### src/rtl/fir_pkg.sv
// Shared definitions for the FIR accumulation sequencer: data width,
// controller state encoding and the signed-overflow rule for a two-operand add.
package fir_pkg;

    localparam int DATA_W = 16;

    // Encoding 2'd3 is unused and steers back to ST_IDLE.
    typedef enum logic [1:0] {
        ST_IDLE = 2'd0,
        ST_ACC  = 2'd1,
        ST_OUT  = 2'd2
    } state_t;

    // Two's-complement overflow: operands share a sign and the sum's sign differs.
    function automatic logic signed_ovf(
        input logic [DATA_W-1:0] a,
        input logic [DATA_W-1:0] b,
        input logic [DATA_W-1:0] s
    );
        return (a[DATA_W-1] == b[DATA_W-1]) && (s[DATA_W-1] != a[DATA_W-1]);
    endfunction

endpackage

### src/rtl/rca.sv
// 16-bit ripple-carry adder, carry-in tied low. ov is the signed overflow
// derived from the carries into and out of the sign bit.
module rca
    import fir_pkg::*;
(
    input  logic [DATA_W-1:0] a,
    input  logic [DATA_W-1:0] b,
    output logic [DATA_W-1:0] s,
    output logic              ov
);

    logic [DATA_W:0] c;

    // Carry chain built bit by bit, LSB first.
    always_comb begin
        c    = '0;
        s    = '0;
        for (int i = 0; i < DATA_W; i++) begin
            s[i]   = a[i] ^ b[i] ^ c[i];
            c[i+1] = (a[i] & b[i]) | (c[i] & (a[i] ^ b[i]));
        end
    end

    assign ov = c[DATA_W] ^ c[DATA_W-1];

endmodule

### src/rtl/fir_acc_sched.sv
// Accumulation sequencer: requests NTAPS partial products by index, sums them
// through one shared rca adder and hands the finished sample downstream with a
// sticky signed-overflow flag.
module fir_acc_sched
    import fir_pkg::*;
#(
    parameter  int NTAPS = 8,
    localparam int CNT_W = $clog2(NTAPS)
) (
    input  logic              clk,
    input  logic              rst,
    input  logic              start,
    output logic              busy,
    output logic [CNT_W-1:0]  tap_idx,
    input  logic              pp_valid,
    input  logic [DATA_W-1:0] pp_data,
    output logic              pp_ready,
    output logic              y_valid,
    output logic [DATA_W-1:0] y_data,
    input  logic              y_ready,
    output logic              ovf
);

    localparam logic [CNT_W-1:0] LAST = CNT_W'(NTAPS - 1);

    state_t            state_reg, state_next;
    logic [DATA_W-1:0] acc_reg,   acc_next;
    logic [CNT_W-1:0]  cnt_reg,   cnt_next;
    logic              ovf_reg,   ovf_next;

    logic [DATA_W-1:0] sum;
    logic              rca_ov;
    logic              step_ovf;
    logic              accept;

    // Shared adder: running sum plus the incoming partial product.
    rca u_rca (
        .a  (acc_reg),
        .b  (pp_data),
        .s  (sum),
        .ov (rca_ov)
    );

    assign step_ovf = signed_ovf(acc_reg, pp_data, sum);
    assign accept   = pp_valid && (state_reg == ST_ACC);

    // State, accumulator, tap counter and overflow flag registers.
    always_ff @(posedge clk) begin
        if (rst) begin
            state_reg <= ST_IDLE;
            acc_reg   <= '0;
            cnt_reg   <= '0;
            ovf_reg   <= 1'b0;
        end else begin
            state_reg <= state_next;
            acc_reg   <= acc_next;
            cnt_reg   <= cnt_next;
            ovf_reg   <= ovf_next;
        end
    end

    // The adder's own overflow output must agree with the sign-based rule.
    always_ff @(posedge clk) begin
        if (!rst && accept) begin
            assert (rca_ov == step_ovf);
        end
    end

    // Next-state and datapath update; carry-out of the add is irrelevant for signed data.
    always_comb begin
        state_next = state_reg;
        acc_next   = acc_reg;
        cnt_next   = cnt_reg;
        ovf_next   = ovf_reg;
        case (state_reg)
            ST_IDLE: begin
                if (start) begin
                    state_next = ST_ACC;
                    acc_next   = '0;
                    cnt_next   = '0;
                    ovf_next   = 1'b0;
                end
            end
            ST_ACC: begin
                if (pp_valid) begin
                    acc_next = sum;
                    ovf_next = ovf_reg | step_ovf;
                    if (cnt_reg == LAST) begin
                        state_next = ST_OUT;
                    end else begin
                        cnt_next = cnt_reg + 1'b1;
                    end
                end
            end
            ST_OUT: begin
                if (y_ready) begin
                    if (start) begin
                        state_next = ST_ACC;
                        acc_next   = '0;
                        cnt_next   = '0;
                        ovf_next   = 1'b0;
                    end else begin
                        state_next = ST_IDLE;
                    end
                end
            end
            default: begin
                state_next = ST_IDLE;
            end
        endcase
    end

    assign busy     = (state_reg == ST_ACC) || (state_reg == ST_OUT);
    assign pp_ready = (state_reg == ST_ACC);
    assign y_valid  = (state_reg == ST_OUT);
    assign y_data   = acc_reg;
    assign tap_idx  = cnt_reg;
    assign ovf      = ovf_reg;

endmodule

### config.mk
export PLATFORM = sky130hd
export DESIGN_NAME = fir_acc_sched
export DESIGN_NICKNAME = d
export VERILOG_FILES = /design/src/rtl/fir_pkg.sv /design/src/rtl/rca.sv /design/src/rtl/fir_acc_sched.sv
export SDC_FILE = /design/constraint.sdc
export NUM_CORES = 1
export LEC_CHECK = 0
export CORE_ASPECT_RATIO = 0.5
export CORE_UTILIZATION = 40
export CTS_CLUSTER_DIAMETER = 30
export DETAILED_ROUTE_END_ITERATION = 10
export GPL_ROUTABILITY_DRIVEN = 0
export PLACE_DENSITY = 0.68
export SYNTH_ARGS = -nofsm -noshare
export SYNTH_HDL_FRONTEND = slang
export SYNTH_HIERARCHICAL = 1
export SYNTH_SLANG_ARGS = --single-unit
export TNS_END_PERCENT = 20
### constraint.sdc
create_clock -name clk -period 9.4 [get_ports clk]
set_clock_uncertainty 0.1 [all_clocks]
set_input_delay 1.88 -clock clk [delete_from_list [all_inputs] [get_ports clk]]
set_output_delay 1.88 -clock clk [all_outputs]
set_load 0.05 [all_outputs]
---- After elaboration in Yosys (flattened, before gate mapping) ----
Cells that the tools add are included.
operators by class
  mux-type cells .......................... 19
  bitwise operators ....................... 75
  reductions and logical operators ........ 7
  $add $sub $neg .......................... 1
  equality and inequality tests ........... 10
operator list
  kind                                                                     count
  16-bit 2-to-1 mux                                                        3
  16-bit one-hot mux with 3 select lines                                   1
  1-bit bitwise XOR                                                        31
  1-bit AND                                                                29
  1-bit OR                                                                 15
  3-bit 2-to-1 mux                                                         4
  3-bit one-hot mux with 3 select lines                                    1
  2-bit 2-to-1 mux                                                         4
  4-bit AND reduction                                                      2
  2-bit inequality test, second input constant                             3
  2-bit one-hot mux with 3 select lines                                    1
  1-bit 2-to-1 mux                                                         4
  2-bit by 1-bit inequality test with 1-bit output, second input constant  2
  3-bit by 1-bit adder with 3-bit output, second input constant            1
  3-bit equality test, second input constant                               1
  1-bit one-hot mux with 3 select lines                                    1
  3-bit AND reduction                                                      1
  3-bit nonzero test                                                       1
  2-bit by 1-bit equality test with 1-bit output, second input constant    1
  2-bit equality test, second input constant                               1
  2-bit logical NOT                                                        1
  1-bit equality test                                                      1
  1-bit logical AND                                                        1
  1-bit logical OR                                                         1
  1-bit inequality test                                                    1
word-level totals
  input port bits ......................... 21
  word-level logic and storage cells ...... 116
  output and inout bits ................... 23
  register bits ........................... 22

---- Longest topological paths before layout ----
  depth after elaboration ................. 35
  mapped depth ............................ 22
  depth with buffers taken out ............ 22

---- Cells and area by module ----
The synthesis kept the hierarchy.
by module, submodules not included
  module         times used  cells each  seq. area each (um^2)  area an instance (um^2)
  fir_acc_sched  1           119         440.4                  1069.8
  rca            1           22          0.0                    340.3

---- Worst setup path before layout ----
OpenSTA, ideal clock, no wires.
  path kind ............................... input -> register
  start point ............................. input pp_data[0]
  end point ............................... register ovf_reg (netlist: ovf)
  slack ................................... 1036 ps
  path buffers ............................ 0
  data required time ...................... 9222 ps
  library setup time ...................... 78 ps
  cell stages on the path ................. 22
  data arrival time ....................... 8187 ps
  cell sequence ........................... ha_1 inv_1 fa_1 inv_1 fa_1 fa_1 fa_1 fa_1 fa_1 fa_1 fa_1 fa_1 fa_1 fa_1 fa_1 fa_1 fa_1 fa_1 nand2b_1 o22ai_1 a21oi_1 nor3_1
between the ends
  longest elaborated chain between the ends .. 35
RTL lines
  item                                   RTL line             text
  from (decl)                            fir_acc_sched.sv:16  input logic [DATA_W-1:0] pp_data,
  1-bit AND (2 in a row)                 rca.sv:20            c[i+1] = (a[i] & b[i]) | (c[i] & (a[i] ^ b[i]));
  1-bit OR                               rca.sv:20
  1-bit AND                              rca.sv:20
  1-bit OR                               rca.sv:20
  1-bit AND                              rca.sv:20
  1-bit OR                               rca.sv:20
  1-bit AND                              rca.sv:20
  1-bit OR                               rca.sv:20
  (+19 left out)                         --
  1-bit OR                               rca.sv:20
  1-bit bitwise XOR                      rca.sv:19            s[i] = a[i] ^ b[i] ^ c[i];
  named net sum[15]                      fir_acc_sched.sv:31  logic [DATA_W-1:0] sum;
  1-bit inequality test                  fir_pkg.sv:20        return (a[DATA_W-1] == b[DATA_W-1]) && (s[DATA_W-1] != a[DATA_W-1]);
  1-bit logical AND                      fir_pkg.sv:20
  1-bit OR                               fir_acc_sched.sv:87  ovf_next = ovf_reg | step_ovf;
  1-bit 2-to-1 mux                       fir_acc_sched.sv:85  if (pp_valid) begin
  1-bit one-hot mux with 3 select lines  fir_acc_sched.sv:75  case (state_reg)
  to (signal assigned)                   fir_acc_sched.sv:58  ovf_reg <= ovf_next;
  to (decl)                              fir_acc_sched.sv:29  logic ovf_reg, ovf_next;
The timed path passes the listed nets, and every way through them passes these cells. The select of a mux whose other input is x is not followed.
A chain may end at the register's enable or synchronous reset.

---- Worst setup path in the final report ----
Same ends and word-level chain as after synthesis.

==> metrics.csv <==
stage,metric,value,unit
status,status,completed,
grt,grt_pass1_vias,1059,
cts,htree_num_levels,1,
pwr,vdd_drop_max,0.0976,mV
finish,nNetsFinal,225,
timing,tightest_slew,0.901,ns
finish,final_cell_count_no_fill,228,
logic_synthesis,synth_area,1400,um^2
drt,wire_per_inst,12.8,um
pwr,p_clk_frac,0.259,
critical_path,cp.required,9.48,ns
drt,dr.pass1.iters,4,
drt,wl,2920,um
critical_path,r2r_slack,2.23,ns
floorplan,io_pins,44,
finish,fin_area,1900,um^2
cts,cts-resized-gates,0,
timing,setup_viol_count_final,0,
floorplan,die_area,3760,um^2
finish,flow.area_growth_from_synthesis,35.5,%
floorplan,start_util,0.442,
finish,layout_common_cells,"clkdlybuf4s50_1, dfxtp_1, a21oi_1, nand2_1, nand3_1",
drt,drc,0,
finish,largest_reg_flops,16,
timing,max_slew_margin,0.398,
finish,n_antenna_cell,0,
critical_path,endpoint_kind,register,
cts,clkTransAtPathRegs,0.09,ns
cts,cts_buffers,3,
pwr,seqPwrFrac,0.322,
cts,cts.path.max_buffers,2,
cts,hold_buffers,0,
critical_path,worst-path-max-fanout,3,
grt,grt_antenna_before_repair,0,
timing,finalHoldViolCount,0,
floorplan,coreArea,3170,um^2
critical_path,startpoint_type,primary input,
placement,dp_cells,224,
floorplan,fp.dieW,85.7,um
pwr,p_switching,131,uW
timing,max_freq,113,MHz
run,drv_cap,0,
critical_path,critPathKind,primary input to register,
cts,root_buffer,clkbuf_8,
drt,first_iter_violations,38,
logic_synthesis,synth_fp_nets,184,
timing,whs,0.381,ns
cts,cts.sinks,22,
finish,drive_gt1_frac,0.0556,
critical_path,arrival,8.92,ns
grt,grt_first_pass_wirelength,4790,um
floorplan,die_y,43.9,um
pwr,combPwrFrac,0.419,
grt,grtUsageTotal,0.165,
timing,rsz0062_at_grt,false,
pwr,internal_power,212,uW
placement,port_buffers,43,
drt,ant_nets,0,
timing,slew_violations,0,
cts,post_cts.repair.setup_buffers,0,
drt,via_count,1110,
timing,tns,0,ns
grt,grt_max_degree,24,
placement,place_area,1830,um^2
pwr,leakagePower,0.711,nW
timing,period_needed,8.84,ns
logic_synthesis,syn_avg_cell_area,10.0,um^2
grt,grt_overflow,0,
cts,cts_tree,built,
drt,vias_per_cell,4.87,
cts,clock_latency,0.27,ns
timing,period_share,0.941,
worst_hold_path,hold_path.class,register to register,
floorplan,rows,14,
pwr,powerDensity,181,nW/um^2
pwr,switching_share,0.381,
logic_synthesis,netlist_instances,140,
placement,place_hpwl,2150,um
logic_synthesis,ys_warn_count,6,
pwr,report.power.total,343,uW
finish,layout_commonest_cell,clkdlybuf4s50_1,
-- power groups by stage --
stage          Clock (mW)  Combinational (mW)  Sequential [mW]
3_3_place_gp            0               0.141            0.113
5_1_grt            0.0950               0.155            0.112
6_report           0.0888               0.144            0.110
4_1_cts            0.0903               0.144            0.111
3_5_place_dp            0               0.143            0.113
2_1_floorplan           0              0.0885            0.134
-- through the flow --
step,setup WS [ns],util
final,0.555,0.599
after floorplan,1.08,-
after global placement,0.459,0.577
after global routing,0.265,0.599
after CTS,0.551,0.599
after detailed placement,0.286,0.577
-- routing by layer --
metal	part of all wire	track usage
met1	0.47	0.209
met2	0.48	0.296
met3	0.050	0.0457
met4	0.0021	0.0233
met5	0	0
-- critical path: stages --
cell and delay [ns]:
clkdlybuf4s50_1 0.40, ha_1 0.17, inv_1 0.07, fa_1 0.16, inv_1 0.05, fa_1 0.40
fa_1 0.42, fa_1 0.40, fa_1 0.40, fa_1 0.40, fa_1 0.39, fa_1 0.39
fa_1 0.40, fa_1 0.39, fa_1 0.39, fa_1 0.38, fa_1 0.40, fa_1 0.41
fa_1 0.55, nand2b_1 0.07, o22ai_1 0.15, a21oi_1 0.08, nor3_1 0.18
-- area by class of cell --
cell class	count	area (um^2)
well taps	48	60.1
clock inverters	1	30.0
inverters	8	30.0
flip-flops and latches	22	440
multi-input cells	103	867
clock buffers	3	41.3
repair buffers	43	430
fillers	281	1270
-- final timing paths --
| kind | startpoint | endpoint | depth (start not counted) |
|---|---|---|---|
| max | pp_data[0] | ovf | 23 |
| min | y_data[1] | y_data[1] | 2 |
| max reg2reg | y_data[0] | ovf | 22 |
| min reg2reg | y_data[1] | y_data[1] | 2 |
Note: power is estimated with default switching activity, not from simulation.
